[src/rtl/conv1d_pkg.sv]
// Shared constants and enums for the conv1d configuration path.
package conv1d_pkg;

  localparam int BW         = 8;
  localparam int BIAS_BW    = 32;
  localparam int FILTER_LEN = 3;
  localparam int BANK_BW    = 2;

  typedef enum logic [BANK_BW-1:0] {
    BANK_W0   = 2'd0,
    BANK_W1   = 2'd1,
    BANK_W2   = 2'd2,
    BANK_BIAS = 2'd3
  } bank_e;

  typedef enum logic [1:0] {
    ST_IDLE,
    ST_DRAIN,
    ST_LOAD,
    ST_WRITE
  } state_e;

endpackage

[src/rtl/cfg_word_packer.sv]
// Byte-to-vector assembler: each loaded byte lands in element byte_cnt; done is combinational
// with the final byte of a word. No backpressure of its own; the caller gates load_i.
module cfg_word_packer #(
  parameter  int BW         = 8,
  parameter  int COLUMN_LEN = 13,
  localparam int VECTOR_BW  = COLUMN_LEN * BW,
  localparam int CNT_BW     = $clog2(COLUMN_LEN + 1)
) (
  input  logic                 clk_i,
  input  logic                 rst_n_i,
  input  logic                 clear_i,
  input  logic                 load_i,
  input  logic [BW-1:0]        byte_i,
  input  logic [CNT_BW-1:0]    word_len_i,
  output logic [VECTOR_BW-1:0] data_o,
  output logic                 done_o
);

  logic [CNT_BW-1:0]    byte_cnt_q;
  logic [VECTOR_BW-1:0] data_q;

  always_ff @(posedge clk_i or negedge rst_n_i) begin
    if (!rst_n_i) begin
      byte_cnt_q <= '0;
      data_q     <= '0;
    end else if (clear_i) begin
      byte_cnt_q <= '0;
      data_q     <= '0;
    end else if (load_i) begin
      byte_cnt_q <= byte_cnt_q + 1'b1;
      for (int i = 0; i < COLUMN_LEN; i++) begin
        if (int'(byte_cnt_q) == i) data_q[i*BW +: BW] <= byte_i;
      end
    end
  end

  assign done_o = load_i && (byte_cnt_q == word_len_i - 1'b1);
  assign data_o = data_q;

endmodule

[src/rtl/conv1d_cfg_ctrl.sv]
// Parameter reload sequencer and feature gate for conv1d; write strobe one cycle after a word's last byte.
// Feature stream is held off while a reload is pending or running; an open frame is drained first.
module conv1d_cfg_ctrl
  import conv1d_pkg::*;
#(
  parameter  int FRAME_LEN   = 50,
  parameter  int COLUMN_LEN  = 13,
  parameter  int NUM_FILTERS = 8,
  parameter  int BW          = conv1d_pkg::BW,
  parameter  int BIAS_BYTES  = BIAS_BW / conv1d_pkg::BW,
  localparam int VECTOR_BW   = COLUMN_LEN * BW,
  localparam int ADDR_BW     = $clog2(NUM_FILTERS),
  localparam int CNT_BW      = $clog2(COLUMN_LEN + 1)
) (
  input  logic                 clk_i,
  input  logic                 rst_n_i,
  input  logic                 start_i,
  input  logic [BW-1:0]        cfg_data_i,
  input  logic                 cfg_valid_i,
  output logic                 cfg_ready_o,
  output logic                 busy_o,
  output logic                 loaded_o,
  output logic                 wr_en_o,
  output logic                 rd_en_o,
  output logic [BANK_BW-1:0]   bank_o,
  output logic [ADDR_BW-1:0]   addr_o,
  output logic [VECTOR_BW-1:0] wr_data_o,
  input  logic [VECTOR_BW-1:0] s_data_i,
  input  logic                 s_valid_i,
  input  logic                 s_last_i,
  output logic                 s_ready_o,
  output logic [VECTOR_BW-1:0] m_data_o,
  output logic                 m_valid_o,
  output logic                 m_last_o,
  input  logic                 m_ready_i
);

  if (BIAS_BYTES > COLUMN_LEN || FRAME_LEN < 1 || FILTER_LEN != int'(BANK_BIAS)) begin : g_bad_cfg
    $error("conv1d_cfg_ctrl: inconsistent parameter set");
  end

  localparam logic [ADDR_BW-1:0] ADDR_LAST = ADDR_BW'(NUM_FILTERS - 1);

  state_e               state_q, state_d;
  bank_e                bank_q;
  logic [ADDR_BW-1:0]   addr_q;
  logic                 loaded_q;
  logic                 in_frame_q;
  logic                 gate_open;
  logic                 beat_acc;
  logic                 in_frame_nxt;
  logic                 cfg_acc;
  logic                 start_go;
  logic                 write_last;
  logic                 pk_clear;
  logic                 pk_done;
  logic [CNT_BW-1:0]    word_len;

  // In DRAIN only the frame already in flight may complete.
  assign gate_open = ((state_q == ST_IDLE) && loaded_q) || ((state_q == ST_DRAIN) && in_frame_q);
  assign m_valid_o = s_valid_i & gate_open;
  assign s_ready_o = m_ready_i & gate_open;
  assign m_data_o  = s_data_i;
  assign m_last_o  = s_last_i;

  assign beat_acc     = s_valid_i & s_ready_o;
  assign in_frame_nxt = beat_acc ? ~s_last_i : in_frame_q;

  assign cfg_ready_o = (state_q == ST_LOAD);
  assign cfg_acc     = cfg_valid_i & cfg_ready_o;
  assign start_go    = (state_q == ST_IDLE) && start_i;
  assign write_last  = (bank_q == BANK_BIAS) && (addr_q == ADDR_LAST);
  assign word_len    = (bank_q == BANK_BIAS) ? CNT_BW'(BIAS_BYTES) : CNT_BW'(COLUMN_LEN);

  always_ff @(posedge clk_i or negedge rst_n_i) begin
    if (!rst_n_i) state_q <= ST_IDLE;
    else          state_q <= state_d;
  end

  always_comb begin
    state_d  = state_q;
    wr_en_o  = 1'b0;
    pk_clear = 1'b0;
    case (state_q)
      ST_IDLE: begin
        if (start_i) begin
          state_d  = in_frame_nxt ? ST_DRAIN : ST_LOAD;
          pk_clear = 1'b1;
        end
      end
      ST_DRAIN: begin
        if (!in_frame_nxt) state_d = ST_LOAD;
      end
      ST_LOAD: begin
        if (pk_done) state_d = ST_WRITE;
      end
      ST_WRITE: begin
        wr_en_o  = 1'b1;
        pk_clear = 1'b1;
        state_d  = write_last ? ST_IDLE : ST_LOAD;
      end
      default: state_d = ST_IDLE;
    endcase
  end

  always_ff @(posedge clk_i or negedge rst_n_i) begin
    if (!rst_n_i) begin
      bank_q     <= BANK_W0;
      addr_q     <= '0;
      loaded_q   <= 1'b0;
      in_frame_q <= 1'b0;
    end else begin
      if (beat_acc) in_frame_q <= ~s_last_i;
      if (start_go) begin
        loaded_q <= 1'b0;
        bank_q   <= BANK_W0;
        addr_q   <= '0;
      end else if (state_q == ST_WRITE) begin
        if (addr_q == ADDR_LAST) begin
          addr_q <= '0;
          bank_q <= bank_e'(bank_q + 1'b1);
        end else begin
          addr_q <= addr_q + 1'b1;
        end
        if (write_last) loaded_q <= 1'b1;
      end
    end
  end

  cfg_word_packer #(
    .BW         (BW),
    .COLUMN_LEN (COLUMN_LEN)
  ) u_packer (
    .clk_i      (clk_i),
    .rst_n_i    (rst_n_i),
    .clear_i    (pk_clear),
    .load_i     (cfg_acc),
    .byte_i     (cfg_data_i),
    .word_len_i (word_len),
    .data_o     (wr_data_o),
    .done_o     (pk_done)
  );

  assign busy_o   = (state_q != ST_IDLE);
  assign loaded_o = loaded_q;
  assign rd_en_o  = 1'b0;
  assign bank_o   = bank_q;
  assign addr_o   = addr_q;

endmodule

[config.mk]
export PLATFORM = sky130hd
export DESIGN_NAME = conv1d_cfg_ctrl
export DESIGN_NICKNAME = d
export VERILOG_FILES = /design/src/rtl/conv1d_pkg.sv /design/src/rtl/cfg_word_packer.sv /design/src/rtl/conv1d_cfg_ctrl.sv
export SDC_FILE = /design/constraint.sdc
export NUM_CORES = 1
export LEC_CHECK = 0
export BUFFER_PORTS_ARGS = -buffer_cell sky130_fd_sc_hd__buf_2
export CAP_MARGIN = 10
export CELL_PAD_IN_SITES_DETAIL_PLACEMENT = 1
export CELL_PAD_IN_SITES_GLOBAL_PLACEMENT = 1
export CORE_MARGIN = 1
export CORE_UTILIZATION = 30
export DETAILED_ROUTE_END_ITERATION = 16
export PLACE_DENSITY_LB_ADDON = 0.12
export SLEW_MARGIN = 5
export SYNTH_ARGS = -nofsm -noshare
export SYNTH_HDL_FRONTEND = slang
export SYNTH_SLANG_ARGS = --single-unit
[constraint.sdc]
create_clock -name clk_i -period 1.7 [get_ports clk_i]
set_clock_uncertainty 0.1 [all_clocks]
set_input_delay 0.17 -clock clk_i [delete_from_list [all_inputs] [get_ports clk_i]]
set_output_delay 0.17 -clock clk_i [all_outputs]
set_load 0.05 [all_outputs]
; ---- After elaboration in Yosys (flattened, before gate mapping)
; Cells that the tools add are included.
; Widths: inputs -> output; s select.
[word_totals]
register_bits = 117
input_bits = 119
[classes]
addsub = 4
n_eq_ne = 21
muxes = 37
n_bitwise = 5
reduce_logical = 42
[op_table]
columns = cell, n
row1 = $mux 104, 2
row2 = $mux 8, 13
row3 = $reduce_bool 2->1, 18
row4 = $eq 4x4->1 const B, 8
row5 = $reduce_and 2->1, 15
row6 = $mux 2, 8
row7 = $eq 4x3->1 const B, 3
row8 = $mux 4, 3
row9 = $mux 3, 3
row10 = $pmux 2 s4, 1
row11 = $eq 2x2->1 const B, 3
row12 = $mux 1, 6
row13 = $logic_and 1x1->1, 5
row14 = $add 4x1->4 const B, 1
row15 = $and 1x1->1, 4
row16 = $eq 4x2->1 const B, 1
row17 = $eq 4x4->1, 1
row18 = $logic_not 4->1, 1
row19 = $ne 2x2->1 const B, 2
row20 = $sub 4x1->4 const B, 1
row21 = $add 3x1->3 const B, 1
row22 = $eq 3x3->1 const B, 1
row23 = $reduce_and 3->1, 1
row24 = $add 2x1->2 const B, 1
row25 = 6 further kinds, 6

; ---- Logic depth before layout (Yosys ltp)
[depth]
ltp_word = 9
mapped_depth = 9
ltp_nobuf = 6

; ---- By module
; From an unflattened synthesis, not the netlist that was laid out.
[unflattened]
cells_unflattened = 647
area_unflattened_um2 = 6211.0
[modules_own_cells]
columns = mod, instances, cells_per_inst, area_per_inst_um2
row1 = cfg_word_packer, 1, 476, 4790.8
row2 = conv1d_cfg_ctrl, 1, 171, 1420.1

; ---- Least setup slack after synthesis
; OpenSTA, ideal clock, no wires.
[synth_path]
kind = register to register
startpoint = register state_q[0]
endpoint = register u_packer.data_q[24] (netlist: u_packer.data_o[24])
setup_ns = 0.132
arrival_ns = 2.034
required_time_ns = 1.468
setup_slack_ns = -0.566
stages_incl_launch_ff = 9
path_cell_list = dfrtp_1 inv_1 ha_1 buf_6 nand3_4 or3_1 buf_6 mux2i_1 nor2_1
[synth_via]
elab_chain_cells = 4
[synth_rtl]
columns = item, line_no
row1 = "start, declared", conv1d_cfg_ctrl.sv:44  ; state_e state_q, state_d;
row2 = "start signal, assigned", conv1d_cfg_ctrl.sv:77  ; else state_q <= state_d;
row3 = $eq 2x2->1, conv1d_cfg_ctrl.sv:69  ; assign cfg_ready_o = (state_q == ST_LOAD);
row4 = net cfg_ready_o, conv1d_cfg_ctrl.sv:20  ; output logic cfg_ready_o,
row5 = $and 1x1->1, conv1d_cfg_ctrl.sv:70  ; assign cfg_acc = cfg_valid_i & cfg_ready_o;
row6 = $reduce_bool 2->1 (no line), n/a
row7 = $reduce_and 2->1 (no line), n/a
row8 = "end, declared", cfg_word_packer.sv:20  ; logic [VECTOR_BW-1:0] data_q;
; The timed path passes the listed nets, and every way through them passes these cells.
; A chain may end at the register's enable or synchronous reset.

; ---- Worst setup path after layout
[layout_path]
startpoint = register state_q[0]
endpoint = output s_ready_o
[layout_via]
elab_chain_cells = 4
[layout_rtl]
columns = item, line_no
row1 = $eq 2x1->1 or $logic_not 2->1 (tied branches), conv1d_cfg_ctrl.sv:60  ; assign gate_open = ((state_q == ST_IDLE) && loaded_q) || ((state_q == ST_DRAIN) && in_frame_q);
row2 = $logic_and 1x1->1, conv1d_cfg_ctrl.sv:60
row3 = $logic_or 1x1->1 (*), conv1d_cfg_ctrl.sv:60
row4 = $and 1x1->1 (*), conv1d_cfg_ctrl.sv:62  ; assign s_ready_o = m_ready_i & gate_open;
row5 = "end, declared", conv1d_cfg_ctrl.sv:31  ; output logic s_ready_o,
; Every way passes the cells marked *; elsewhere a longest branch is shown, timed or not.

==> qor.txt <==
status: complete, but fails checks
failing checks: setup timing
Worst Hold End: u_packer.data_o[103]
R2R Setup Slk: -220 ps
critical path data required time: 1430 ps
Worst-Skew Late Latency: 420 ps
wire length per cell: 20.3 µm
Final period util: 1.15
Die Ht: 144 µm
share of layout cells above drive strength 1: 0.498
commonest non-fill, non-tap cell in the layout: buf_2
Final setup viols: 115
Tot Pwr: 14.8 mW
Hold Crit Depth: 3
Worst setup SP type: flop
I/O pin total: 340
syn_nets: 678
combinational share of power: 0.491
grt total ovfl: 0
Final Util: 0.421
DRC viols: 0
Yosys top cell area share: 0.481
FF+latch count, synth: 117
fmax: 0.513 GHz
Buffers on Ports: 130
Sink Count: 117
Critical Path, Cell by Cell: ha_4, a22o_1, buf_4, and2_4, buf_8
Synth warnings: 0
CP Class: reg2out
starting density of the core: 0.310
r2r endpoint: state_q[1]
Sw Share: 0.391
largest net degree at the start of global routing: 53
die area: 20900 µm²
post-synthesis cell area: 6080 µm²
# rows: 51
critical path peak fanout: 3
crit path DAT: 1680 ps
Static Leak: 4.20 nW
P_sw: 5.80 mW
MaxCap Viol Count: 0
TritonCTS clock tree: done
vias: 4175
VDD IR max: 0.000767 V
Clock power frac: 0.269
nets@finish: 768
Cell variety after synth: 36
H-tree Lvls: 4
Via density: 4.57
first-pass GRT wire length: 27.2 mm
area growth from synthesis to layout: 36.1%
max_slew headroom: 0.650
Synth area leaders: dfrtp_1 (48%), mux2i_1 (17%), buf_4 (13%)
diode count: 0
hold_sp: cfg_data_i[7]
worst r2r src: state_q[0]
CP max stage cell: dfrtp_2
initial antenna violation count: 0
sequential fraction of the synthesis area: 0.481
core box area: 19700 µm²
max-slew violations: 0
Pwr per Cell Area: 1790 nW/µm²
GRT Total Usage: 0.182
RSZ-0062 raised after global routing: yes
WL final: 18.6 mm
1st-iter DRT viols: 139
chip width: 144 µm
WHS: 114 ps
CP endpoint kind: output port
antenna violation net count after detailed routing: 0
Worst Max-Slew Pin Slew: 526 ps
clock root buffer master: clkbuf_16
final worst slack: -248 ps
minimum clock period: 1950 ps
CP peak stage delay: 450 ps
number of global-route vias before repair: 4535
Mapped Avg Cell Area: 11.1 µm²
Min-Delay Path Class: in2reg
synthesized instance count: 547
FILL cells: 2136
Sequential Power Share: 0.241
total clock buffers created by CTS: 17
area leader, netlist: dfrtp_1
Final Hold Fails: 0
Initial DRT Pass Iterations: 4
FF-to-FF path depth: 7
P_int: 9.02 mW
clock buffer depth: 2
gpl congestion: 0.730
register clock-pin slew on the reported worst setup and hold paths: 50 ps
post-DP HPWL: 11.4 mm
most frequent cells in the layout: buf_2 (124), dfrtp_1 (111), mux2i_1 (89)
[kinds of logic (layout without fill, tap and decap cells)]
family          after synthesis  count (layout)  synth area share
flops                       117             117             0.481
simple gates                152             152             0.135
compound gates               14              14            0.0177
buf+inv                     141             242             0.160
other cells                   1               1          0.000616
fa+ha+maj                    12              12            0.0247
mux                         106             106             0.174
xor+xnor                      4               4           0.00576
[synth_stat cells]
master,count
nand3_4,4
a221o_2,1
xor2_1,2
nor2_2,1
buf_1,6
xnor2_1,2
a22o_1,1
ha_1,12
dfrtp_1,117
a32oi_1,1
nor2_8,8
conb_1,1
buf_2,8
nor3_4,2
o21ai_0,1
a41oi_1,2
o31a_1,1
nand2b_1,3
or3_1,2
nor3_1,1
a21oi_1,4
nand3_1,3
a2111o_1,1
nand2_1,6
and2_1,3
a31oi_1,1
nand4_1,1
nand4b_1,1
inv_1,6
nor2_1,116
nor2_4,1
buf_4,108
buf_6,4
mux2i_1,106
a32o_1,1
clkbuf_1,9
[stage by stage]
step                setup slack [ps]  area, µm²  std cells  setup TNS, ps
floorplan                       -271       6130        547         -13920
global placement                -123       6600        849          -5550
detailed placement              -234       6600        849         -12320
CTS                             -268       7930        903         -21470
global route                    -302       8280        913         -24260
finish                          -248       8280        913         -15970
[worst max path at each step]
stage               cells past startpoint             endpoint       start
floorplan                               8  u_packer.data_o[24]  state_q[0]
global placement                        6           state_q[1]  state_q[0]
detailed placement                      6           state_q[1]  state_q[0]
CTS                                     6            m_valid_o  state_q[0]
global route                            6            s_ready_o  state_q[0]
finish                                  5            s_ready_o  state_q[0]
[power by group through the flow]
stage	Sequential, mW	Combinational (mW)	Clock, mW
2_1_floorplan	4.83	2.60	0
3_3_place_gp	3.52	4.54	0
3_5_place_dp	3.54	4.63	0
4_1_cts	3.53	6.44	4.06
5_1_grt	3.62	7.65	4.20
6_report	3.56	7.27	3.98
[flip-flops by register name, indices dropped and copies added, names as in the netlist]
register / flops
u_packer.data_o: 104
u_packer.byte_cnt_q: 4
addr_o: 3
bank_o: 2
state_q: 2
in_frame_q: 1
loaded_o: 1
[critical path: cells and delay by family, from the launching register on]
family	cells	cell delay (ps)
flops	1	450
buf+inv	2	280
compound gates	1	230
fa+ha+maj	1	170
simple gates	1	130
[what timing repair did]
item	4_1_cts	5_1_grt
hold endpoints to repair	30	0
pin swaps	17	25
setup endpoints to repair	115	115
resized for setup	93	53
cloned	7	7
hold buffers	4	0
setup buffers	16	6
[final cells by class]
type	instances	area, µm²	area share
flip-flops and latches	117	2940	0.355
multi-input cells	289	2600	0.314
repair buffers	206	1740	0.211
clock buffers	19	433	0.0523
well taps	265	332	0.0400
clock inverters	11	208	0.0251
inverters	6	30.0	0.00363
[metal layers]
metal	part of all wire	track usage	wire length [µm]	vias to the layer above
met5	0	0	0	-
met2	0.48	0.290	8960	156
met3	0.068	0.0646	1260	53
met1	0.42	0.222	7860	2098
li1	-	-	-	1868
met4	0.026	0.0720	479	0
No activity file was read; power rests on OpenSTA's default activity.
